File: src/rtl/rysy_alu.sv
// -----------------------------------------------------------------------------
// rysy_alu
// Integer ALU of the Rysy RV32I execute stage. Computes one of ten RV32I
// arithmetic/logic/shift/compare operations on two REG_LEN-bit operands and
// captures the result into a single output register every clock cycle.
//
// Ports
//   clk      in   1        core clock, rising-edge active
//   rst_n    in   1        asynchronous active-low reset, clears alu_out
//   alu_in1  in   REG_LEN  operand A (rs1 or PC)
//   alu_in2  in   REG_LEN  operand B (rs2 or immediate), low bits give shamt
//   alu_op   in   4        operation select (10..15 reserved -> zero result)
//   alu_out  out  REG_LEN  registered result, one cycle latency
//
// REG_LEN must be a power of two and at least 8 so that the shift amount
// field alu_in2[$clog2(REG_LEN)-1:0] covers exactly the legal shift range.
// -----------------------------------------------------------------------------
module rysy_alu #(
  parameter int REG_LEN = 32
) (
  input  logic               clk,
  input  logic               rst_n,
  input  logic [REG_LEN-1:0] alu_in1,
  input  logic [REG_LEN-1:0] alu_in2,
  input  logic [3:0]         alu_op,
  output logic [REG_LEN-1:0] alu_out
);

  localparam int SHAMT_W = $clog2(REG_LEN);

  typedef enum logic [3:0] {
    OP_ADD  = 4'd0,
    OP_SUB  = 4'd1,
    OP_AND  = 4'd2,
    OP_OR   = 4'd3,
    OP_XOR  = 4'd4,
    OP_SLL  = 4'd5,
    OP_SRL  = 4'd6,
    OP_SRA  = 4'd7,
    OP_SLT  = 4'd8,
    OP_SLTU = 4'd9
  } alu_op_e;

  // Zero-extend a single compare flag to the full result width.
  function automatic logic [REG_LEN-1:0] flag_ext(input logic flag);
    flag_ext = {{(REG_LEN-1){1'b0}}, flag};
  endfunction

  // Signed less-than expressed on raw vectors: differing signs decide
  // directly, equal signs fall back to the unsigned order of the vectors.
  function automatic logic signed_lt(input logic [REG_LEN-1:0] a,
                                     input logic [REG_LEN-1:0] b);
    if (a[REG_LEN-1] != b[REG_LEN-1]) begin
      signed_lt = a[REG_LEN-1];
    end else begin
      signed_lt = (a < b);
    end
  endfunction

  logic [SHAMT_W-1:0] shamt_s;
  logic [REG_LEN-1:0] sum_s;
  logic [REG_LEN-1:0] diff_s;
  logic [REG_LEN-1:0] sll_s;
  logic [REG_LEN-1:0] srl_s;
  logic [REG_LEN-1:0] sra_s;
  logic               lt_s;
  logic               ltu_s;
  logic [REG_LEN-1:0] result_s;
  logic [REG_LEN-1:0] alu_out_r;

  // Upper bits of operand B never influence a shift.
  assign shamt_s = alu_in2[SHAMT_W-1:0];

  // Datapath units, all evaluated in parallel; the op mux picks one.
  always_comb begin
    sum_s  = alu_in1 + alu_in2;
    diff_s = alu_in1 - alu_in2;
    sll_s  = alu_in1 << shamt_s;
    srl_s  = alu_in1 >> shamt_s;
    sra_s  = REG_LEN'($signed(alu_in1) >>> shamt_s);
    lt_s   = signed_lt(alu_in1, alu_in2);
    ltu_s  = (alu_in1 < alu_in2);
  end

  // Result select; reserved and unknown opcodes yield zero.
  always_comb begin
    result_s = {REG_LEN{1'b0}};
    case (alu_op)
      OP_ADD:  result_s = sum_s;
      OP_SUB:  result_s = diff_s;
      OP_AND:  result_s = alu_in1 & alu_in2;
      OP_OR:   result_s = alu_in1 | alu_in2;
      OP_XOR:  result_s = alu_in1 ^ alu_in2;
      OP_SLL:  result_s = sll_s;
      OP_SRL:  result_s = srl_s;
      OP_SRA:  result_s = sra_s;
      OP_SLT:  result_s = flag_ext(lt_s);
      OP_SLTU: result_s = flag_ext(ltu_s);
      default: result_s = {REG_LEN{1'b0}};
    endcase
  end

  // Output register: reset clears it immediately, otherwise it takes a fresh
  // result every edge, so an in-flight result is simply dropped on reset.
  always_ff @(posedge clk or negedge rst_n) begin
    if (!rst_n) begin
      alu_out_r <= {REG_LEN{1'b0}};
    end else begin
      alu_out_r <= result_s;
    end
  end

  assign alu_out = alu_out_r;

endmodule

File: config.mk
export PLATFORM = sky130hd
export DESIGN_NAME = rysy_alu
export DESIGN_NICKNAME = d
export VERILOG_FILES = /design/src/rtl/rysy_alu.sv
export SDC_FILE = /design/constraint.sdc
export NUM_CORES = 1
export LEC_CHECK = 0
export ABC_CLOCK_PERIOD_IN_PS = 800
export CAP_MARGIN = 20
export CORE_MARGIN = 3
export CORE_UTILIZATION = 39
export CTS_BUF_LIST = sky130_fd_sc_hd__clkbuf_8
export DETAILED_ROUTE_END_ITERATION = 7
export GPL_TIMING_DRIVEN = 0
export SLEW_MARGIN = 20
export SYNTH_ARGS = -nofsm -noshare
export SYNTH_HDL_FRONTEND = slang
export SYNTH_SLANG_ARGS = --single-unit
File: constraint.sdc
create_clock -name clk -period 0.8 [get_ports clk]
set_input_delay 0.16 -clock clk [delete_from_list [all_inputs] [get_ports clk]]
set_output_delay 0.16 -clock clk [all_outputs]
set_load 0.1 [all_outputs]
Word level (Yosys, flattened, before mapping). Index checks and enable logic that the tools add are counted.

RAM bits: 0. Bits in read-only memories: 0. Word-level logic and storage cells: 23. Bits of input ports: 70. Memories kept: 0. Register bits after elaboration: 32. Latch bits: 0. Output and inout bits: 32.

Reductions and logical operators: 1. Shift operators: 3. Multiply operators: 0. Add/sub/neg operators: 2. Muxes and demuxes: 2. $lt $le $gt $ge: 1. Divide/modulo/power cells: 0. Bitwise gates (word level): 3. Eq/ne operators: 10.

Operator list (count): $pmux W32 S10 (1); $add A32 B32 Y32 (1); $and A32 B32 Y32 (1); $lt A32 B32 Y1 (1); $or A32 B32 Y32 (1); $shl A32 B5 Y32 (1); $shr A32 B5 Y32 (1); $sshr A32 B5 Y32 (1); $sub A32 B32 Y32 (1); $xor A32 B32 Y32 (1); $eq A4 B3 Y1 const B (4); $eq A4 B2 Y1 const B (2); $eq A4 B4 Y1 const B (2); $eq A4 B1 Y1 const B (1); $logic_not A4 Y1 (1); $mux W1 (1); $ne A1 B1 Y1 (1).

Longest topological paths before layout. Gate-level depths: netlist of the first run.

Word-level depth: 3. Mapped depth: 17. Mapped depth without buffers: 12.

Worst setup path before layout of the first run. No wires, ideal clock.

Path type: input to register. Start point: input alu_in2[2]. End point: register alu_out_r[13] (netlist: alu_out[13]). Data arrival time: 3.405 ns. Data required time: 0.673 ns. Cell stages on the path: 17. Path buffers: 6. Slack: -2.732 ns. Setup time: 0.127 ns. Cells stage by stage: buf_2 buf_6 inv_1 buf_2 buf_2 buf_4 buf_2 ha_1 o21ai_0 o21a_1 or3_1 nand2_1 a21o_1 a21o_1 a221oi_1 o2111ai_1 or2_2.

Cells in the longest elaborated chain, start to end: 2. Elaborated cells on any way between the ends: 6. Those cells by class: 2 x add/sub; 3 x shift; 1 x mux.

Ends and longest elaborated chain: start, declared (line 24) `input logic [REG_LEN-1:0] alu_in2,`; $sub A32 B32 Y32, or another cell as far along (line 77) `diff_s = alu_in1 - alu_in2;`; $pmux W32 S10 (*) (line 88) `case (alu_op)`; named net result_s[13] (line 68) `logic [REG_LEN-1:0] result_s;`; end signal, assigned (line 107) `alu_out_r <= {REG_LEN{1'b0}};`; end signal, assigned (line 109) `alu_out_r <= result_s;`; end, declared (line 69) `logic [REG_LEN-1:0] alu_out_r;`.

Mark *: on every way through the listed nets, which the timed path passes. The rest lies on a longest branch.

Final worst setup path of the first run.
Start point: input alu_in2[2]. End point: register alu_out_r[30] (netlist: alu_out[30]).

Same word-level chain as after synthesis.

==> run metrics, run 1 <==
status finished with violations; failing checks negative setup slack; clock tree from TritonCTS yes; per-cell routed wire length 29.3 um; initial core utilization 40.0%; total core area 0.0237 mm^2; routed vias 12237; total gr overflow 0; final critical path time including I/O delays and setup slightly below 3000 ps; antenna violation net count after detailed routing 0; pin count of the biggest net entering global routing 26; design area 0.0140 mm^2; final hold violations 0; Critical Path End Type flop; transition time of the tightest slew-check pin 759 ps; largest stage delay on the critical path around 330 ps; cts bufs inserted 5; critical path startpoint category input port; post-route fraction of the period consumed by the critical path 369%; horizontal die dimension 162 um; post-synthesis to final-layout area growth 47.8%; cells taking the most area after synthesis ha_1, dfrtp_1, a21oi_1; IR Drop Worst-Case VDD 885 uV; final weighted congestion in routability-driven placement 1.03; cell area after technology mapping 0.00947 mm^2; most frequent standard cell in the layout excluding fill and tap cells nand2_1; type of the worst min-delay path input port to async pin; setup TNS -70540 ps; power density over cell area around 1100 mW/mm^2; count of pins over their slew limit 0; internal power between 7 and 8 mW; Warnings, synthesis 0; met2 global-route usage 59.3%; clk root buf clkbuf_8; total power after layout between 15 and 20 mW; Port Buf Inserts 100; power share of the clock group 11.1%; Post-Syn Area per Cell 7.28 um^2; path type of the worst setup path input port to flop; post-synthesis cell type with the largest combined area ha_1; total of flip-flops plus latches after synthesis 32; cell count after synthesis around 1300; gr busiest metal met2; net switching share of the total power between 50% and 60%; share of total power in sequential cells between 10% and 20%; remaining design rule violation count 0; Setup Viol. Count Final 64; combinational share of power 75.0%; commonest cells after routing, fill and taps aside nand2_1, nor2_1, a21oi_1, buf_4; share of the synthesized area in the top cell type 12.9%; met1 Track Usage GR 53.5%; total wire length after detailed routing ~53000 um; Post-Synthesis Net Count 1472; total clock sinks 32; async set-reset flop share out of synthesis 100%; number of global-route vias before repair about 12000; cell occurring most often along the worst timing path buf_12; first-pass iteration count of the detailed router 5; leading register cell type out of synthesis dfrtp_1; total track usage 38.9%; placed inst area 0.0113 mm^2; worst setup path end alu_out[30]; share of final-layout standard cells stronger than drive strength 1 35.7%; clock transition at the registers of the reported paths 110 ps; met3 capacity usage during global routing 8.19%; first-pass GRT wire length 76700 um; source of the critical timing path alu_in2[2]; count of nets after finishing around 1700; sequential cell area fraction in the yosys report between 8 and 9%; worst slew margin relative to its limit between 40% and 50%; number of buffers on the longest clock path 2; final setup margin -2150 ps; number of antenna repair diodes 0; die height ~160 um; number of violations of the max-capacitance limit 0; violation count after the first detailed-routing iteration 1496; final design utilization 59.1%; via density per instance 6.70; smallest hold slack 230 ps; num rows between 50 and 60; slowest stage cell, crit path a2111oi_4; reported leakage power 5.81 nW; estimated wirelength of the detail-placed design between 40000 and 50000 um; worst path required time 1000 ps; number of flops mapped to enable cells by yosys 0; setup repair after global routing missed its margin yes; arrival time of data at the critical path endpoint between 3000 and 4000 ps; f_max about 0.34 GHz; number of antenna violations at the first check in global routing 2; ports placed on the boundary 102; Max Fanout on Critical Path 3; count of unique library cells instantiated by Yosys 87; cell chain of the critical path buf_8 > buf_8 > buf_12 > inv_8 > buf_12 > buf_12 > buf_12 > buf_12 > buf_8 > ha_4 > or2_4 > o221ai_4 > a21oi_2 > a211oi_2 > o22a_2 > a21oi_4 > a2111oi_4 > o221ai_1 > a21bo_1; flip-flop count of the largest register, all copies and words added 32; die outline area 0.0262 mm^2; net switching power of the design 8.52 mW; CTS H-Tree Depth 2
-- metal layers --
layer,vias to the layer above,share of wire (%)
li1,5271,-
met1,5873,40
met2,905,43
met3,184,12
met4,4,5.7
met5,-,0.052
-- per-stage QoR --
step,setup slack [ps],std cells
global route,-2220,1826
finish,-2150,1826
global placement,-3830,1721
detailed placement,-3780,1722
floorplan,-2150,1302
CTS,-2210,1786
-- Yosys cell counts, drive strengths merged, types with 9 or more instances --
library cell / n
nor2: 134
a21oi: 132
nand2: 128
ha: 98
o21ai: 95
inv: 94
clkbuf: 57
mux2i: 49
buf: 41
mux4: 34
a211oi: 32
dfrtp: 32
nor3: 27
o221ai: 23
o211ai: 19
o21bai: 18
nand2b: 16
nand3: 16
o22ai: 16
nor2b: 14
a21o: 13
a221o: 11
a31oi: 11
mux2: 11
a211o: 10
a221oi: 10
and2: 10
nand4: 10
o2111ai: 10
o31ai: 10
a22oi: 9
or3: 9
-- critical path, delay by kind of cell --
family                     cells  cell delay [ps]
AOI/OAI and AO/OA              8             1690
buffers and inverters          9              880
and+or+nand+nor                1              250
adders and majority gates      1              150
-- worst min path at each step --
stage	to	slack, ps	start	cells after the start
final	alu_out[7]	230	rst_n	2
after global routing	alu_out[7]	250	rst_n	2
after CTS	alu_out[7]	240	rst_n	2
after detailed placement	alu_out[7]	50	rst_n	1
after global placement	alu_out[11]	1010	alu_in2[11]	4
after floorplan	alu_out[0]	-140	rst_n	0
-- power by group through the flow --
stage | Clock, mW | Combinational [mW] | Sequential [mW]
after floorplan | 0 | 4.42 | 3.95
after global placement | 0 | 9.38 | 2.10
after detailed placement | 0 | 9.34 | 2.11
after CTS | 1.77 | 10.9 | 2.21
after global routing | 1.82 | 12.5 | 2.25
final | 1.79 | 12.1 | 2.22
-- repair_timing --
item	in CTS	in global routing
endpoints found under the setup margin	64	64
setup buffers	58	46
gates cloned	0	1
pin swaps	73	84
endpoints found under the hold margin	18	0
hold buffers	1	0
resized for setup	627	187
-- cell families (layout without fill, tap and decap cells) --
kind of cell	after synthesis	in the layout	synth area share, %
AOI/OAI and AO/OA	486	486	35.1
and+or+nand+nor	395	395	19.0
buffers and inverters	192	397	8.89
adders and majority gates	100	100	13.4
muxes	94	94	14.9
DFF	32	32	8.45
xor gates and xnor gates	3	3	0.277
-- area by class of cell --
type                       count  area, um^2
timing repair buffer         200        2190
inverter                      94         374
tap                          319         399
clock buffer                   5        68.8
buffer                        95         915
fill                        2247        9680
sequential                    32         921
clock inverter                 3        38.8
multi-input combinational   1078        9090
Note: power is estimated with default switching activity, not from simulation.
==> inputs of run 2 (changes only) <==
- CORE_MARGIN: 3 -> 2
==> run 2 against run 1 <==
The flow still finishes with violations (negative setup slack). Critical endpoint unchanged. Largest power group unchanged. Total power decreased by 2.1%. Hold slack improved by 16 ps. Wire length decreased by 1.3%. Clock power about the same. Core utilization decreased by 2.2 points. Setup slack got worse by 37 ps. Flip-flop and latch count unchanged. Sequential power about the same. Die area decreased by 2.5%. Cell area decreased by 2.0%.
==> run metrics, run 2 (same netlist as run 1, synthesis figures left out) <==
status finished with violations; failing checks negative setup slack; setup repair after global routing missed its margin yes; CTS H-Tree Depth 2; total clock sinks 32; worst path required time 1000 ps; Port Buf Inserts 100; final setup margin -2190 ps; count of nets after finishing 1657; path type of the worst setup path input port to flop; number of buffers on the longest clock path 2; number of antenna violations at the first check in global routing 2; horizontal die dimension roughly 160 um; antenna violation net count after detailed routing 0; total gr overflow 0; per-cell routed wire length 29.1 um; first-pass iteration count of the detailed router 6; fillcell total 2293; critical path startpoint category input port; final critical path time including I/O delays and setup 2990 ps; transition time of the tightest slew-check pin 997 ps; clock tree from TritonCTS yes; Sequential Area roughly 920 um^2; remaining design rule violation count 0; arrival time of data at the critical path endpoint 3190 ps; ports placed on the boundary 102; die height ~160 um; final hold violations 0; total core area 0.0241 mm^2; number of global-route vias before repair between 10000 and 15000; post-route fraction of the period consumed by the critical path 373%; number of violations of the max-capacitance limit 0; initial core utilization approximately two fifths; pin count of the biggest net entering global routing 25; via density per instance 6.72; number of antenna repair diodes 0; type of the worst min-delay path input port to async pin; f_max around 0.33 GHz; cts bufs inserted 5; flip-flop count of the largest register, all copies and words added 32; clock transition at the registers of the reported paths approximately 80 ps; IR Drop Worst-Case VDD 754 uV; reported leakage power 5.68 nW; routed vias 12178; count of pins over their slew limit 0; die outline area 0.0256 mm^2; Critical Path End Type flop; most frequent standard cell in the layout excluding fill and tap cells nand2_1; num rows 57; worst slew margin relative to its limit 33.3%; total track usage 39.8%; violation count after the first detailed-routing iteration 1476; total wire length after detailed routing 52700 um; first-pass GRT wire length roughly 77000 um; setup slack after placement -3750 ps; share of final-layout standard cells stronger than drive strength 1 33.9%; power density over cell area 1150 mW/mm^2; final weighted congestion in routability-driven placement roughly 1.0; combined area of the multi-input logic cells 0.00899 mm^2; Setup Viol. Count Final 64; clk root buf clkbuf_8; estimated wirelength of the detail-placed design 40300 um; commonest cells after routing, fill and taps aside nand2_1, nor2_1, a21oi_1, ha_1, inv_1; smallest hold slack 246 ps; post-synthesis to final-layout area growth 44.9%; Max Fanout on Critical Path 3
## run 2: critical path, stage by stage
cell and delay, ps:
buf_8 70, buf_8 90, buf_12 100, inv_8 30
buf_12 120, buf_12 120, buf_12 120, buf_12 120
ha_4 280, buf_6 110, buf_6 90, nor2_4 30
o221ai_4 180, a21oi_2 80, a211oi_2 310, o22a_2 280
a21oi_4 100, a2111oi_4 410, o221ai_1 150, a21bo_1 230
## run 2: layout make-up
cell class / instances / area share (%)
clock buffer: 5 / 0.502
timing repair buffer: 184 / 14.8
sequential: 32 / 6.71
tap: 324 / 2.95
buffer: 92 / 6.51
inverter: 94 / 2.70
clock inverter: 3 / 0.310
multi-input combinational: 1078 / 65.5
## run 2: how the worst max path moves through the flow
stage	from	to	slack [ps]	cells after the start
6_report	alu_in2[2]	alu_out[30]	-2190	20
5_1_grt	alu_in2[2]	alu_out[30]	-2250	20
4_1_cts	alu_in2[2]	alu_out[25]	-2240	19
3_5_place_dp	alu_in2[4]	alu_out[19]	-3750	15
3_3_place_gp	alu_in2[4]	alu_out[19]	-3800	15
2_1_floorplan	alu_in2[2]	alu_out[26]	-2150	16
## run 2: metal layers
layer | share of wire, % | routed length (um) | vias to the layer above | track usage [%]
li1 | - | - | 5237 | -
met1 | 39 | 20700 | 5863 | 52.3
met2 | 43 | 22800 | 879 | 61.6
met3 | 12 | 6160 | 195 | 9.79
met4 | 5.7 | 3020 | 4 | 18.7
met5 | 0.061 | 32 | - | 0
## run 2: report_power, final
part | switching (mW) | total, mW | internal, mW
clock network | 0.830 | 1.76 | 0.925
logic | 7.32 | 11.8 | 4.44
registers | 0.203 | 2.22 | 2.01
total | 8.36 | 15.7 | 7.38
## run 2: timing repair
item	4_1_cts	5_1_grt
pin swaps	51	64
endpoints found under the hold margin	22	0
gates resized for setup	633	138
hold buffers	1	0
cloned	1	0
buffers inserted	68	22
endpoints found under the setup margin	64	64
## run 2: through the flow
stage | std cells | total power, mW | util [%] | instance area (um^2) | TNS (ps)
global route | 1812 | 16.2 | 56.9 | 13700 | -73140
global placement | 1726 | 11.4 | 46.8 | 11300 | -178620
floorplan | 1302 | 8.37 | - | 9880 | -57950
finish | 1812 | 15.7 | 56.9 | 13700 | -71400
CTS | 1793 | 14.8 | 54.5 | 13100 | -70970
detailed placement | 1727 | 11.4 | 46.9 | 11300 | -132600
==> patch: new RTL, flow settings as in run 2 <==
Register the output `alu_out` once more, with the module's reset; this adds one clock of latency there. Comments in the files are not updated.
--- a/src/rtl/rysy_alu.sv
+++ b/src/rtl/rysy_alu.sv
@@ -110,7 +110,13 @@
     end
   end
 
-  assign alu_out = alu_out_r;
+  always_ff @(posedge clk or negedge rst_n) begin
+    if (!rst_n) begin
+      alu_out <= '0;
+    end else begin
+      alu_out <= alu_out_r;
+    end
+  end
 
 endmodule
 
Behaviour: not the same (a bounded check fails within 4 cycles, from zero or initial values and one cycle with rst_n low).
==> patch against run 2 <==
The flow still finishes with violations (negative setup slack); critical path depth did not move; area after synthesis rose by 8.5%; synthesized cell count rose by 2.5%; fmax rose by 1.6%; sequential cell count rose by 32; wire length rose by 3.3%; count of clock-buffer cells in the layout rose by 8; worst setup slack improved by 0.048 ns; power rose by 23%; final area rose by 9.2%; utilization rose by 0.73 points; critical path type unchanged; critical endpoint is now alu_out_r[10]$_DFF_PN0_; largest cell class unchanged; largest power group unchanged; highest routed layer is now met4.
==> patch: results <==
[run_status]
outcome = "complete, but fails checks"
violations = "negative setup slack"

[place]
gp_congestion = 1.07
dp_hpwl_um = 41900

[sta]
layout_setup_ws_ns = -2.14
worstMarginPinSlew_ns = 1.05
finalSetupViolations = 64

[power_and_ir_drop]
clk-power_mw = 3.18
power_mw = 19.4
p_leak_nw = 6.25

[worst_setup_path]
cpMaxStageDelayCell = "or4_4"
critPathMaxStageDelay_ns = 0.59
cp_top_family = "buffers and inverters"

[global_routing]
grt_max_degree = 55
grtUsageMet3_pct = 6.53
use_met1_pct = 50.6
grtUsageMet2_pct = 59.5
grt_pass1_wl_um = 79300
grtUsageTotal_pct = 37.9

[layout]
layout-drive-gt1-share_pct = 34.6
nNetsFinal = 1709

[drt]
wl_met3_um = 5810
highest_layer = "met4"
vias_per_cell = 6.68
finalWirelength_um = 54500
drtIter0Drc = 1497
drt-pass1-iter-count = 5
route.met2.wl_um = 24100

[logic_synthesis]
syn-num-nets = 1504
synth_xor_xnor_area_share_pct = 0.256
seq_area_frac_synth_pct = 15.6
synth_area_leaders = "dfrtp_1 (16%), ha_1 (12%), a21oi_1 (6.2%), mux4_2 (5.9%), nor2_1 (4.9%)"
synth.area.mux_share_pct = 13.8
synth-compound-area-share_pct = 32.3

[clock_network]
cts.repair.resized = 699
cts_buffers = 9
[patch: changes by cell type after synthesis, sizes merged]
cell / change
dfrtp: +32
[patch: final cells by class]
class | count | area (sq um)
fillers | 2408 | 11000
plain buffers | 93 | 927
clock inverters | 2 | 60.1
diodes | 1 | 2.50
multi-input cells | 1078 | 9090
well taps | 335 | 419
flip-flops and latches | 64 | 1720
inverters | 94 | 372
repair buffers | 199 | 2210
clock buffers | 13 | 179
[patch: metrics by stage]
step | cells | cell area [sq um] | setup WS, ns | hold slack [ns] | TNS, ns
floorplan | 1334 | 10700 | -2.15 | -0.136 | -57.93
global placement | 1769 | 12100 | -3.76 | 0.332 | -294.03
detailed placement | 1770 | 12100 | -3.74 | 0.0101 | -133.93
CTS | 1861 | 14500 | -2.14 | 0.192 | -69.76
global route | 1878 | 15000 | -2.20 | 0.206 | -73.33
finish | 1879 | 15000 | -2.14 | 0.216 | -71.05
